<file path="src/rtl/useq_pkg.sv">
// Shared definitions for the decode-stage-2 microsequencer: state encoding,
// control-word field positions and default parameter values.
package useq_pkg;

    localparam int UADDR_W_DEF  = 8;
    localparam int CW_W_DEF     = 128;
    localparam int MAX_UOPS_DEF = 8;
    localparam int EIP_W_DEF    = 32;

    typedef enum logic [1:0] {
        ST_IDLE = 2'd0,
        ST_RUN  = 2'd1,
        ST_INTR = 2'd2
    } useq_state_e;

    // UEND sits in the MSB of the control word.
    function automatic int uend_pos(input int cw_w);
        return cw_w - 32'sd1;
    endfunction

    // NEXT address field sits directly below UEND.
    function automatic int next_lsb(input int cw_w, input int uaddr_w);
        return cw_w - 32'sd1 - uaddr_w;
    endfunction

endpackage

</file>
<file path="src/rtl/useq_rom.sv">
// Combinational microcode ROM. The image is generated by a function at
// elaboration; each word carries UEND, NEXT and its own address in the low bits.
module useq_rom
    import useq_pkg::*;
#(
    parameter int UADDR_W = UADDR_W_DEF,
    parameter int CW_W    = CW_W_DEF
) (
    input  logic [UADDR_W-1:0] addr_i,
    output logic [CW_W-1:0]    word_o
);

    localparam int UEND_POS = uend_pos(CW_W);
    localparam int NEXT_LSB = next_lsb(CW_W, UADDR_W);

    // Multi-uop flows: 0x20-0x22, 0x40-0x4F (no terminator), handler 0xF0-0xF1.
    function automatic logic [CW_W-1:0] image_word(input logic [UADDR_W-1:0] a);
        logic [CW_W-1:0] w;
        logic [31:0]     ax;
        logic            uend;
        ax   = 32'(a);
        uend = 1'b1;
        if (ax == 32'h20 || ax == 32'h21 || ax == 32'hF0) begin
            uend = 1'b0;
        end else if (ax >= 32'h40 && ax <= 32'h4F) begin
            uend = 1'b0;
        end else begin
            uend = 1'b1;
        end
        w                        = '0;
        w[UADDR_W-1:0]           = a;
        w[NEXT_LSB +: UADDR_W]   = a + UADDR_W'(1'b1);
        w[UEND_POS]              = uend;
        return w;
    endfunction

    // ROM read
    always_comb begin
        word_o = image_word(addr_i);
    end

endmodule

</file>
<file path="src/rtl/decode_useq_stage.sv">
// Decode-stage-2 microsequencer: expands one instruction into 1..MAX_UOPS uops.
// Define USEQ_INT_EN to build the interrupt path and the INTR state.
module decode_useq_stage
    import useq_pkg::*;
#(
    parameter int UADDR_W  = UADDR_W_DEF,
    parameter int CW_W     = CW_W_DEF,
    parameter int MAX_UOPS = MAX_UOPS_DEF,
    parameter int EIP_W    = EIP_W_DEF
) (
    input  logic               clk,
    input  logic               reset,
    input  logic               flush,
    input  logic               in_valid,
    output logic               in_ready,
    input  logic [UADDR_W-1:0] decode_addr,
    input  logic [3:0]         instr_len,
    input  logic [EIP_W-1:0]   eip_in,
    input  logic               int_req,
    input  logic [UADDR_W-1:0] int_vector,
    output logic               int_ack,
    output logic               out_valid,
    input  logic               out_ready,
    output logic [CW_W-1:0]    control_word,
    output logic [UADDR_W-1:0] uop_addr,
    output logic               uop_first,
    output logic               uop_last,
    output logic [EIP_W-1:0]   eip_out,
    output logic               seq_err
);

    localparam int              CNT_W    = (MAX_UOPS > 1) ? $clog2(MAX_UOPS) : 1;
    localparam logic [CNT_W-1:0] CNT_LAST = CNT_W'(MAX_UOPS - 1);
    localparam int              UEND_POS = uend_pos(CW_W);
    localparam int              NEXT_LSB = next_lsb(CW_W, UADDR_W);

    useq_state_e        state_q, state_d;
    logic               valid_q, valid_d;
    logic [UADDR_W-1:0] addr_q, addr_d;
    logic [CW_W-1:0]    cw_q, cw_d;
    logic               first_q, first_d;
    logic               last_q, last_d;
    logic [EIP_W-1:0]   eip_q, eip_d;
    logic               err_q, err_d;
    logic [CNT_W-1:0]   cnt_q, cnt_d;

    logic boundary_s;
    logic advance_s;
    logic take_int_s;

    // The ROM is read at the next address so the control word is registered.
    useq_rom #(.UADDR_W(UADDR_W), .CW_W(CW_W)) u_rom (
        .addr_i (addr_d),
        .word_o (cw_d)
    );

    // Handshake qualifiers and interrupt selection
    always_comb begin
        boundary_s = !valid_q || (last_q && out_ready);
        advance_s  = valid_q && out_ready && !last_q;
`ifdef USEQ_INT_EN
        take_int_s = boundary_s && int_req && !flush && (state_q != ST_INTR);
`else
        take_int_s = 1'b0;
`endif
    end

`ifndef USEQ_INT_EN
    logic unused_int_s;
    assign unused_int_s = ^{int_req, int_vector};
`endif

    assign in_ready = !reset && boundary_s && !take_int_s && !flush;
    assign int_ack  = !reset && take_int_s;

    // Sequencing: flush > interrupt > accept > advance > drain > hold
    always_comb begin
        state_d = state_q;
        valid_d = valid_q;
        addr_d  = addr_q;
        first_d = first_q;
        eip_d   = eip_q;
        cnt_d   = cnt_q;
        if (flush) begin
            valid_d = 1'b0;
            first_d = 1'b0;
            cnt_d   = '0;
            state_d = ST_IDLE;
        end else if (take_int_s) begin
            valid_d = 1'b1;
            addr_d  = int_vector;
            first_d = 1'b1;
            cnt_d   = '0;
            state_d = ST_INTR;
        end else if (boundary_s && in_valid) begin
            valid_d = 1'b1;
            addr_d  = decode_addr;
            first_d = 1'b1;
            cnt_d   = '0;
            eip_d   = eip_in + EIP_W'(instr_len);
            state_d = ST_RUN;
        end else if (advance_s) begin
            addr_d  = cw_q[NEXT_LSB +: UADDR_W];
            first_d = 1'b0;
            cnt_d   = cnt_q + CNT_W'(1'b1);
        end else if (boundary_s) begin
            valid_d = 1'b0;
            first_d = 1'b0;
            cnt_d   = '0;
            state_d = ST_IDLE;
        end else begin
            state_d = state_q;
        end
    end

    // Last-uop and sticky overrun flags derived from the next control word
    always_comb begin
        last_d = valid_d && (cw_d[UEND_POS] || (cnt_d == CNT_LAST));
        err_d  = err_q || (valid_d && (cnt_d == CNT_LAST) && !cw_d[UEND_POS]);
    end

    // Output and state registers
    always_ff @(posedge clk) begin
        if (reset) begin
            state_q <= ST_IDLE;
            valid_q <= 1'b0;
            addr_q  <= '0;
            cw_q    <= '0;
            first_q <= 1'b0;
            last_q  <= 1'b0;
            eip_q   <= '0;
            err_q   <= 1'b0;
            cnt_q   <= '0;
        end else begin
            state_q <= state_d;
            valid_q <= valid_d;
            addr_q  <= addr_d;
            cw_q    <= cw_d;
            first_q <= first_d;
            last_q  <= last_d;
            eip_q   <= eip_d;
            err_q   <= err_d;
            cnt_q   <= cnt_d;
        end
    end

    assign out_valid    = valid_q;
    assign control_word = cw_q;
    assign uop_addr     = addr_q;
    assign uop_first    = first_q;
    assign uop_last     = last_q;
    assign eip_out      = eip_q;
    assign seq_err      = err_q;

endmodule

</file>
<file path="config.mk">
export PLATFORM = sky130hd
export DESIGN_NAME = decode_useq_stage
export DESIGN_NICKNAME = d
export VERILOG_FILES = /design/src/rtl/useq_pkg.sv /design/src/rtl/useq_rom.sv /design/src/rtl/decode_useq_stage.sv
export SDC_FILE = /design/constraint.sdc
export NUM_CORES = 1
export LEC_CHECK = 0
export ABC_AREA = 1
export CORE_ASPECT_RATIO = 0.5
export CORE_UTILIZATION = 30
export CTS_BUF_LIST = sky130_fd_sc_hd__clkbuf_8
export CTS_CLUSTER_DIAMETER = 120
export DETAILED_ROUTE_END_ITERATION = 8
export GPL_ROUTABILITY_DRIVEN = 0
export MAX_ROUTING_LAYER = met4
export SYNTH_ARGS = -nofsm -noshare
export SYNTH_HDL_FRONTEND = slang
export SYNTH_SLANG_ARGS = --single-unit
</file>
<file path="constraint.sdc">
create_clock -name clk -period 6.3 [get_ports clk]
set_input_delay 1.26 -clock clk [delete_from_list [all_inputs] [get_ports clk]]
set_output_delay 1.26 -clock clk [all_outputs]
set_load 0.01 [all_outputs]
</file>
==> flow_metrics.py, run 1 <==
metrics = {
    "setup_path": {
        "path_class": "in -> out",
        "critPathMaxFanout": 18,
        "critPathLaunch": "reset",
        "r2r-start": "uop_last",
        "arrival_ns": 2.96,
        "critPathLaunchType": "primary input",
        "end_kind": "primary output",
        "worstPathRequired_ns": 5.04,
    },
    "routing": {
        "drt_iter0_drc": 206,
        "wl_per_cell_um": 11.61,
        "remaining_drc_errors": 0,
        "wl_mm": 11.06,
        "first_pass_iters": 5,
        "avgViaCountPerCell": 4.127,
        "vias": 3933,
        "drt.antenna.violating_nets": 0,
    },
    "grt": {
        "grt_pass1_vias": 3500,
        "grt_pass1_wl_mm": 17.33,
        "grt_max_degree": 63,
        "grt_overflow": 0,
        "antenna_found_initial": 0,
        "grt_usage": 0.1472,
    },
    "finish": {
        "diodes": 0,
        "nets": 822,
        "drive_gt1_frac": 0.06225,
        "fill_cells": 1540,
        "syn2layout_area_growth_pct": 19.70,
        "final_common_cell": "nand2_1",
        "fin_area_mm2": 0.005336,
        "mostFrequentLayoutCells": "nand2_1, conb_1, clkdlybuf4s50_1, inv_1, dfxtp_1",
    },
    "sta": {
        "fin_tns_setup_ns": 0,
        "setup_viol_count_final": 0,
        "fin_crit_ns": 4.220,
        "post-route-period-util": 0.6698,
        "fin_skew_ns": 0.004710,
        "drv_slew": 0,
        "rsz0062_at_grt": "no",
        "worst_pin_slew_ns": 1.105,
        "relSlewSlack": 0.2586,
        "hold_viol": 0,
        "fmax_mhz": 237.0,
    },
    "placed_design": {
        "dpl.hpwl_mm": 8.681,
        "numPortBuffers": 110,
        "dpl_cell_area_mm2": 0.005259,
    },
    "power_and_ir_drop": {
        "p_leak_nw": 2.540,
        "ir_drop_mv": 0.07727,
        "total_power_mw": 0.8766,
        "p_per_area_mw_per_mm2": 164.3,
    },
    "cts": {
        "clockBufferDepth": 2,
        "cts_buffers": 5,
        "cts_tree": "yes",
        "htree_num_levels": 2,
        "clkTransAtPathRegs_ns": 0.10,
        "hold_buffers": 0,
        "cts-root-buf": "clkbuf_8",
        "post_cts.repair.setup_buffers": 0,
        "clkLatencyLatePin_ns": 0.32,
        "clock-sinks": 56,
        "cts_resized": 0,
    },
    "yosys": {
        "synth-edff-count": 0,
        "synth_cell_type_count": 46,
        "ys_seq_area_frac": 0.2515,
        "synth.top_cell.area_share": 0.2515,
        "syn_area_mm2": 0.004458,
        "synth_flop_cell": "dfxtp_1",
        "synth.largest_area_cell": "dfxtp_1",
        "ys_warn_count": 0,
        "syn_area_per_cell_um2": 6.755,
        "async_reset_ff_frac": 0,
        "ys_top_cells_by_area": "dfxtp_1, buf_4, nand2_1",
        "synth-seq-cells": 56,
        "netlist_instances": 660,
    },
    "floorplanning": {
        "ios": 232,
        "fp.coreArea_mm2": 0.01447,
        "die_height_um": 88.20,
        "start_util": 0.3081,
        "dieArea_mm2": 0.01538,
        "rows": 31,
        "die_w_um": 174.4,
    },
    "flow_run": {
        "drv_cap": 0,
    },
    "min_path": {
        "min-delay-start": "seq_err",
        "worstHoldPathType": "reg -> reg",
    },
    "outcome": {
        "status": "finished clean",
    },
}
==> power by group <==
group / total, mW / leakage, nW / internal [mW] / switching [mW]
combinational: 0.280 / 2.03 / 0.120 / 0.160
sequential: 0.396 / 0.462 / 0.380 / 0.0163
clock: 0.201 / 0.0452 / 0.0748 / 0.126
total: 0.877 / 2.54 / 0.574 / 0.303
==> stage by stage <==
step	std cells	hold WS, ns	worst slack [ns]	utilization
floorplan	771	0.4794	3.341	-
global placement	946	0.4532	1.891	0.3635
detailed placement	946	0.4505	1.843	0.3635
CTS	953	0.4683	2.047	0.3688
global route	953	0.5070	1.954	0.3688
finish	953	0.4646	2.080	0.3688
==> routing by layer <==
layer / up-vias / track usage / wire [um]
li1: 2046 / - / -
met1: 1738 / 0.1828 / 5203
met2: 140 / 0.2481 / 5154
met3: 9 / 0.02778 / 594
met4: 0 / 0.03509 / 107
met5: - / - / 0
==> layout make-up <==
class	instances	area [um2]	share of cell area
inverter	95	356.6	0.06682
sequential	56	1121	0.2101
tap	198	247.7	0.04642
timing repair buffer	110	1101	0.2063
clock inverter	2	8.758	0.001641
clock buffer	5	68.82	0.01290
multi-input combinational	487	2432	0.4558
==> registers in the layout, summed over array words and instances, names as in the netlist <==
| register | flops |
|---|---|
| eip_out | 32 |
| out_valid | 1 |
| uop_last | 1 |
| uop_addr | 7 |
| seq_err | 1 |
| cnt_q | 3 |
| uop_first | 1 |
| control_word | 10 |
==> kinds of logic after synthesis <==
group,after synthesis,synth area share
adder cells (fa/ha/maj),9,0.02694
flip-flops,56,0.2515
buffers and inverters,228,0.2964
XOR/XNOR,7,0.01375
AO/OA/AOI/OAI,74,0.1058
AND/OR/NAND/NOR,285,0.3048
other,1,0.0008412
==> Yosys cell counts (all sizes together) (4+ instances only) <==
master,instances
a21oi,16
buf,129
clkbuf,4
dfxtp,56
ha,8
inv,94
nand2,128
nand3,42
nand4,15
nor2,68
nor3,13
o211ai,23
o21ai,23
or2,16
xor2,6
==> worst max-delay path, cell delays in order <==
cell             delay (ns)
clkdlybuf4s50_1        0.77
nor2_1                 0.28
nand2_1                0.07
inv_1                  0.05
clkdlybuf4s50_1        0.52
==> path summary, 6_finish.rpt <==
check                                end  slack (ns)  depth (start not counted)
worst max register to register   seq_err        3.34                         15
worst max-delay path            in_ready        2.08                          5
worst min-delay path             seq_err        0.46                          2
worst min register to register   seq_err        0.46                          2
No activity file was read; power rests on OpenSTA's default activity.
==> inputs of run 2 (changes only) <==
PLACE_DENSITY = 0.66   (was default)
clock period = 3.7 ns   (was 6.3 ns; I/O delays follow)
==> run 2 against run 1 <==
Non-clock buffer count rose by 4. Clock power rose by 130%. Hold slack improved by 0.0037 ns. Core utilization rose by 0.54 points. Clock skew rose by 0.0017 ns. Critical endpoint unchanged. Largest power group unchanged.
==> flow_metrics.py, run 2 (synthesis results as in run 1) <==
metrics = {
    "outcome": {
        "status": "finished clean",
    },
    "setup_path": {
        "end_kind": "primary output",
        "arrival_ns": 2.27,
        "cp_common_cell": "clkdlybuf4s50_1",
        "critPathMaxFanout": 5,
        "critPathLaunchType": "primary input",
        "slowest_delay_ns": 0.53,
        "worstPathRequired_ns": 2.96,
        "path_class": "in -> out",
        "cp_slowest_cell": "clkdlybuf4s50_1",
        "crit_chain": "clkdlybuf4s50_1 > buf_4 > nor2_1 > nand2_1 > inv_1 > clkdlybuf4s50_1",
    },
    "routing": {
        "wl_mm": 11.22,
        "first_pass_iters": 4,
        "avgViaCountPerCell": 4.201,
        "remaining_drc_errors": 0,
        "wl_per_cell_um": 11.71,
        "drt.antenna.violating_nets": 0,
        "vias": 4025,
        "drt_iter0_drc": 203,
    },
    "cts": {
        "post_cts.repair.setup_buffers": 0,
        "htree_num_levels": 2,
        "cts_resized": 0,
        "cts-root-buf": "clkbuf_8",
        "cts_tree": "yes",
        "clkLatencyLatePin_ns": 0.31,
        "clkTransAtPathRegs_ns": 0.10,
        "clockBufferDepth": 2,
        "cts_buffers": 5,
        "clock-sinks": 56,
        "hold_buffers": 0,
    },
    "floorplanning": {
        "rows": 31,
        "die_w_um": 174.4,
        "start_util": 0.3081,
        "dieArea_mm2": 0.01538,
        "die_height_um": 88.20,
        "fp.coreArea_mm2": 0.01447,
        "ios": 232,
    },
    "finish": {
        "largest_register_ffs": 32,
        "syn2layout_area_growth_pct": 21.47,
        "diodes": 0,
        "nets": 826,
        "stdcell_count": 958,
        "fill_cells": 1524,
        "drive_gt1_frac": 0.06974,
        "mostFrequentLayoutCells": "nand2_1, conb_1, clkdlybuf4s50_1, inv_1, dfxtp_1",
        "final_common_cell": "nand2_1",
    },
    "placed_design": {
        "dpl.hpwl_mm": 8.781,
        "numPortBuffers": 110,
        "placed_cells": 950,
    },
    "power_and_ir_drop": {
        "p_leak_nw": 2.579,
        "swShare": 0.3238,
        "pwr-share-seq": 0.418,
        "ir_drop_mv": 0.1057,
        "combPwrFrac": 0.298,
        "clkPwrFrac": 0.284,
        "p_per_area_mw_per_mm2": 298.3,
        "p_int_mw": 1.092,
        "p_sw_mw": 0.5230,
    },
    "min_path": {
        "worstHoldPathType": "reg -> reg",
    },
    "grt": {
        "grt_pass1_wl_mm": 17.77,
        "grt_max_degree": 62,
        "grt_overflow": 0,
        "antenna_found_initial": 0,
        "grt_pass1_vias": 3732,
        "grt_usage": 0.1498,
    },
    "sta": {
        "post-route-period-util": 0.8144,
        "fin_crit_ns": 3.013,
        "drv_slew": 0,
        "fin_tns_setup_ns": 0,
        "relSlewSlack": 0.5748,
        "setup_viol_count_final": 0,
        "fmax_mhz": 331.9,
        "worst_pin_slew_ns": 0.6378,
        "hold_viol": 0,
        "rsz0062_at_grt": "no",
        "fin_skew_ns": 0.006365,
    },
    "flow_run": {
        "drv_cap": 0,
    },
}
## run 2: cell count changes in the layout (fill, tap and decap cells not counted), sizes merged
cell,delta
buf,+4
clkbuf,+2
bufinv,+1
clkinv,-1
inv,-1
## run 2: worst max-delay path: cells and delay by family
family	cells	cell delay, ns
buf+inv	4	1.32
simple gates	2	0.21
## run 2: final timing paths
path,from,endpoint,slack (ns),depth (start not counted)
setup / recovery,flush,in_ready,0.69,6
hold / removal,seq_err,seq_err,0.47,2
setup reg to reg,out_valid,seq_err,1.27,15
hold reg to reg,seq_err,seq_err,0.47,2
## run 2: per-stage QoR
step                utilization  cell area (um2)  hold WS, ns  setup slack [ns]  power, mW
floorplan                     -             4875       0.4794             1.277      1.050
global placement         0.3656             5289       0.4535            0.4139      1.162
detailed placement       0.3656             5289       0.4503            0.4263      1.168
CTS                      0.3743             5415       0.4675            0.6780      1.632
global route             0.3743             5415       0.5058            0.5363      1.713
finish                   0.3743             5415       0.4683            0.6869      1.615
## run 2: power by group through the flow
stage / sequential, mW / clock (mW) / combinational, mW
finish: 0.675 / 0.459 / 0.482
floorplan: 0.705 / 0 / 0.345
detailed placement: 0.690 / 0 / 0.479
global route: 0.681 / 0.499 / 0.533
CTS: 0.676 / 0.474 / 0.481
global placement: 0.689 / 0 / 0.474
## run 2: layer usage
metal  wire length (um)  GRT usage
met3                544    0.02778
met2               5200     0.2517
met1               5320     0.1844
met5                  0          -
met4                156    0.04386
## run 2: cell type report
type                            instances  area, um2  area share
Clock buffer                            7      96.34     0.01779
Clock inverter                          1      30.03    0.005545
Inverter                               95      356.6     0.06585
Multi-Input combinational cell        487       2432      0.4492
Sequential cell                        56       1121      0.2070
Tap cell                              198      247.7     0.04575
Timing Repair Buffer                  114       1131      0.2089
==> inputs of run 3 (changes only) <==
PLACE_DENSITY = default   (was 0.66)
clock period = 3.1 ns   (was 3.7 ns; I/O delays follow)
==> run 3 against run 2 <==
Die area did not move. Sequential share of layout area fell by 0.31 points. Combinational power rose by 21%. Sequential power rose by 19%. Clock-buffer cell count did not move. Worst setup slack got worse by 0.35 ns. Routed wire length fell by 1.1%. Final cell count rose by 1.1%. Critical path type is now in -> reg.
==> flow_metrics.py, run 3 (synthesis results as in run 1) <==
metrics = {
    "outcome": {
        "status": "finished clean",
    },
    "floorplanning": {
        "fp.coreArea_mm2": 0.01447,
        "start_util": 0.3081,
        "rows": 31,
        "ios": 232,
        "die_height_um": 88.20,
        "dieArea_mm2": 0.01538,
        "die_w_um": 174.4,
    },
    "min_path": {
        "holdPathEnd": "uop_first",
        "min_path_cells": 2,
        "min-delay-start": "uop_first",
        "worstHoldPathType": "reg -> reg",
    },
    "setup_path": {
        "rr_endpoint": "seq_err",
        "critPathLaunchType": "primary input",
        "r2r_cells": 15,
        "worstPathRequired_ns": 3.31,
        "critPathMaxFanout": 7,
        "rrSetupSlack_ns": 0.77,
        "end_kind": "flop",
        "path_class": "in -> reg",
        "arrival_ns": 2.98,
        "r2r-start": "out_valid",
    },
    "routing": {
        "avgViaCountPerCell": 4.168,
        "remaining_drc_errors": 0,
        "wl_mm": 11.10,
        "wl_per_cell_um": 11.45,
        "drt_iter0_drc": 218,
        "drt.antenna.violating_nets": 0,
        "vias": 4039,
        "first_pass_iters": 5,
    },
    "cts": {
        "cts_resized": 0,
        "clkTransAtPathRegs_ns": 0.10,
        "cts_tree": "yes",
        "clockBufferDepth": 2,
        "post_cts.repair.setup_buffers": 0,
        "htree_num_levels": 2,
        "clkLatencyLatePin_ns": 0.32,
        "hold_buffers": 0,
        "clock-sinks": 56,
        "cts-root-buf": "clkbuf_8",
        "cts_buffers": 5,
    },
    "finish": {
        "largest_register_ffs": 32,
        "nets": 837,
        "mostFrequentLayoutCells": "nand2_1, conb_1, clkdlybuf4s50_1, inv_1, dfxtp_1",
        "diodes": 0,
        "final_common_cell": "nand2_1",
        "final_util": 0.3800,
        "syn2layout_area_growth_pct": 23.32,
        "drive_gt1_frac": 0.08301,
    },
    "grt": {
        "grt_pass1_wl_mm": 17.57,
        "grt_usage": 0.1480,
        "grt_pass1_vias": 3634,
        "grt_max_degree": 60,
        "grt_overflow": 0,
        "antenna_found_initial": 0,
    },
    "sta": {
        "fin_crit_ns": 2.766,
        "finalWorstSetupSlack_ns": 0.3343,
        "rsz0062_at_grt": "no",
        "relSlewSlack": 0.6146,
        "post-route-period-util": 0.8922,
        "setup_viol_count_final": 0,
        "fin_skew_ns": 0.006169,
        "worst_pin_slew_ns": 0.5781,
        "hold_viol": 0,
        "drv_slew": 0,
        "fmax_mhz": 361.6,
    },
    "power_and_ir_drop": {
        "p_per_area_mw_per_mm2": 351.7,
        "p_sw_mw": 0.6193,
        "p_int_mw": 1.314,
        "p_leak_nw": 2.631,
        "clkPwrFrac": 0.281,
        "combPwrFrac": 0.302,
        "total_power_mw": 1.934,
        "ir_drop_mv": 0.1903,
        "swShare": 0.3203,
        "pwr-share-seq": 0.416,
    },
    "flow_run": {
        "drv_cap": 0,
    },
    "placed_design": {
        "place_ws_ns": -0.006014,
        "dpl.hpwl_mm": 8.933,
        "numPortBuffers": 110,
    },
}
-- run 3: cell types whose count changed in the layout (fill, tap and decap cells not counted), sizes merged --
cell | before | now
buf | 4 | 15
-- run 3: worst max path at each step --
stage	from	end	cells after the start
3_3_place_gp	flush	seq_err	14
6_report	flush	seq_err	14
3_5_place_dp	flush	seq_err	14
4_1_cts	flush	seq_err	14
5_1_grt	flush	seq_err	14
2_1_floorplan	instr_len[0]	eip_out[26]	13
-- run 3: critical path: stages --
cell and delay (ns):
clkdlybuf4s50_1 0.71, inv_1 0.22, nand2_8 0.15, nor2_1 0.08, nor2_4 0.21, inv_2 0.07
ha_1 0.21, or2_2 0.27, nand3_1 0.08, nand2_1 0.05, nand2_1 0.06, nand2_1 0.10
nand2_1 0.10, a21oi_2 0.05
-- run 3: power groups by stage --
stage | logic [mW] | clock network (mW) | registers (mW)
6_report | 0.585 | 0.543 | 0.805
3_3_place_gp | 0.580 | 0 | 0.822
5_1_grt | 0.652 | 0.596 | 0.813
4_1_cts | 0.588 | 0.568 | 0.807
2_1_floorplan | 0.412 | 0 | 0.841
3_5_place_dp | 0.585 | 0 | 0.822
-- run 3: metrics by stage --
step / std cells / hold WS, ns / instance area [um2] / setup TNS, ns
6_report: 969 / 0.4698 / 5498 / 0
5_1_grt: 969 / 0.4995 / 5498 / 0
4_1_cts: 969 / 0.4718 / 5498 / 0
3_5_place_dp: 961 / 0.4548 / 5371 / -0.006014
3_3_place_gp: 961 / 0.4536 / 5371 / 0
2_1_floorplan: 771 / 0.4794 / 4875 / 0
-- run 3: routing by layer --
metal,up-vias,part of all wire,global-route usage
li1,2079,-,-
met1,1821,0.47,0.1844
met2,128,0.47,0.2521
met3,11,0.047,0.02561
met4,0,0.010,0.03190
met5,-,0,-
-- run 3: area by class of cell --
| cell class | instances | area [um2] |
|---|---|---|
| inverters | 95 | 356.6 |
| flip-flops and latches | 56 | 1121 |
| well taps | 198 | 247.7 |
| multi-input cells | 487 | 2432 |
| repair buffers | 125 | 1214 |
| clock inverters | 1 | 30.03 |
| fillers | 1560 | 8970 |
| clock buffers | 7 | 96.34 |
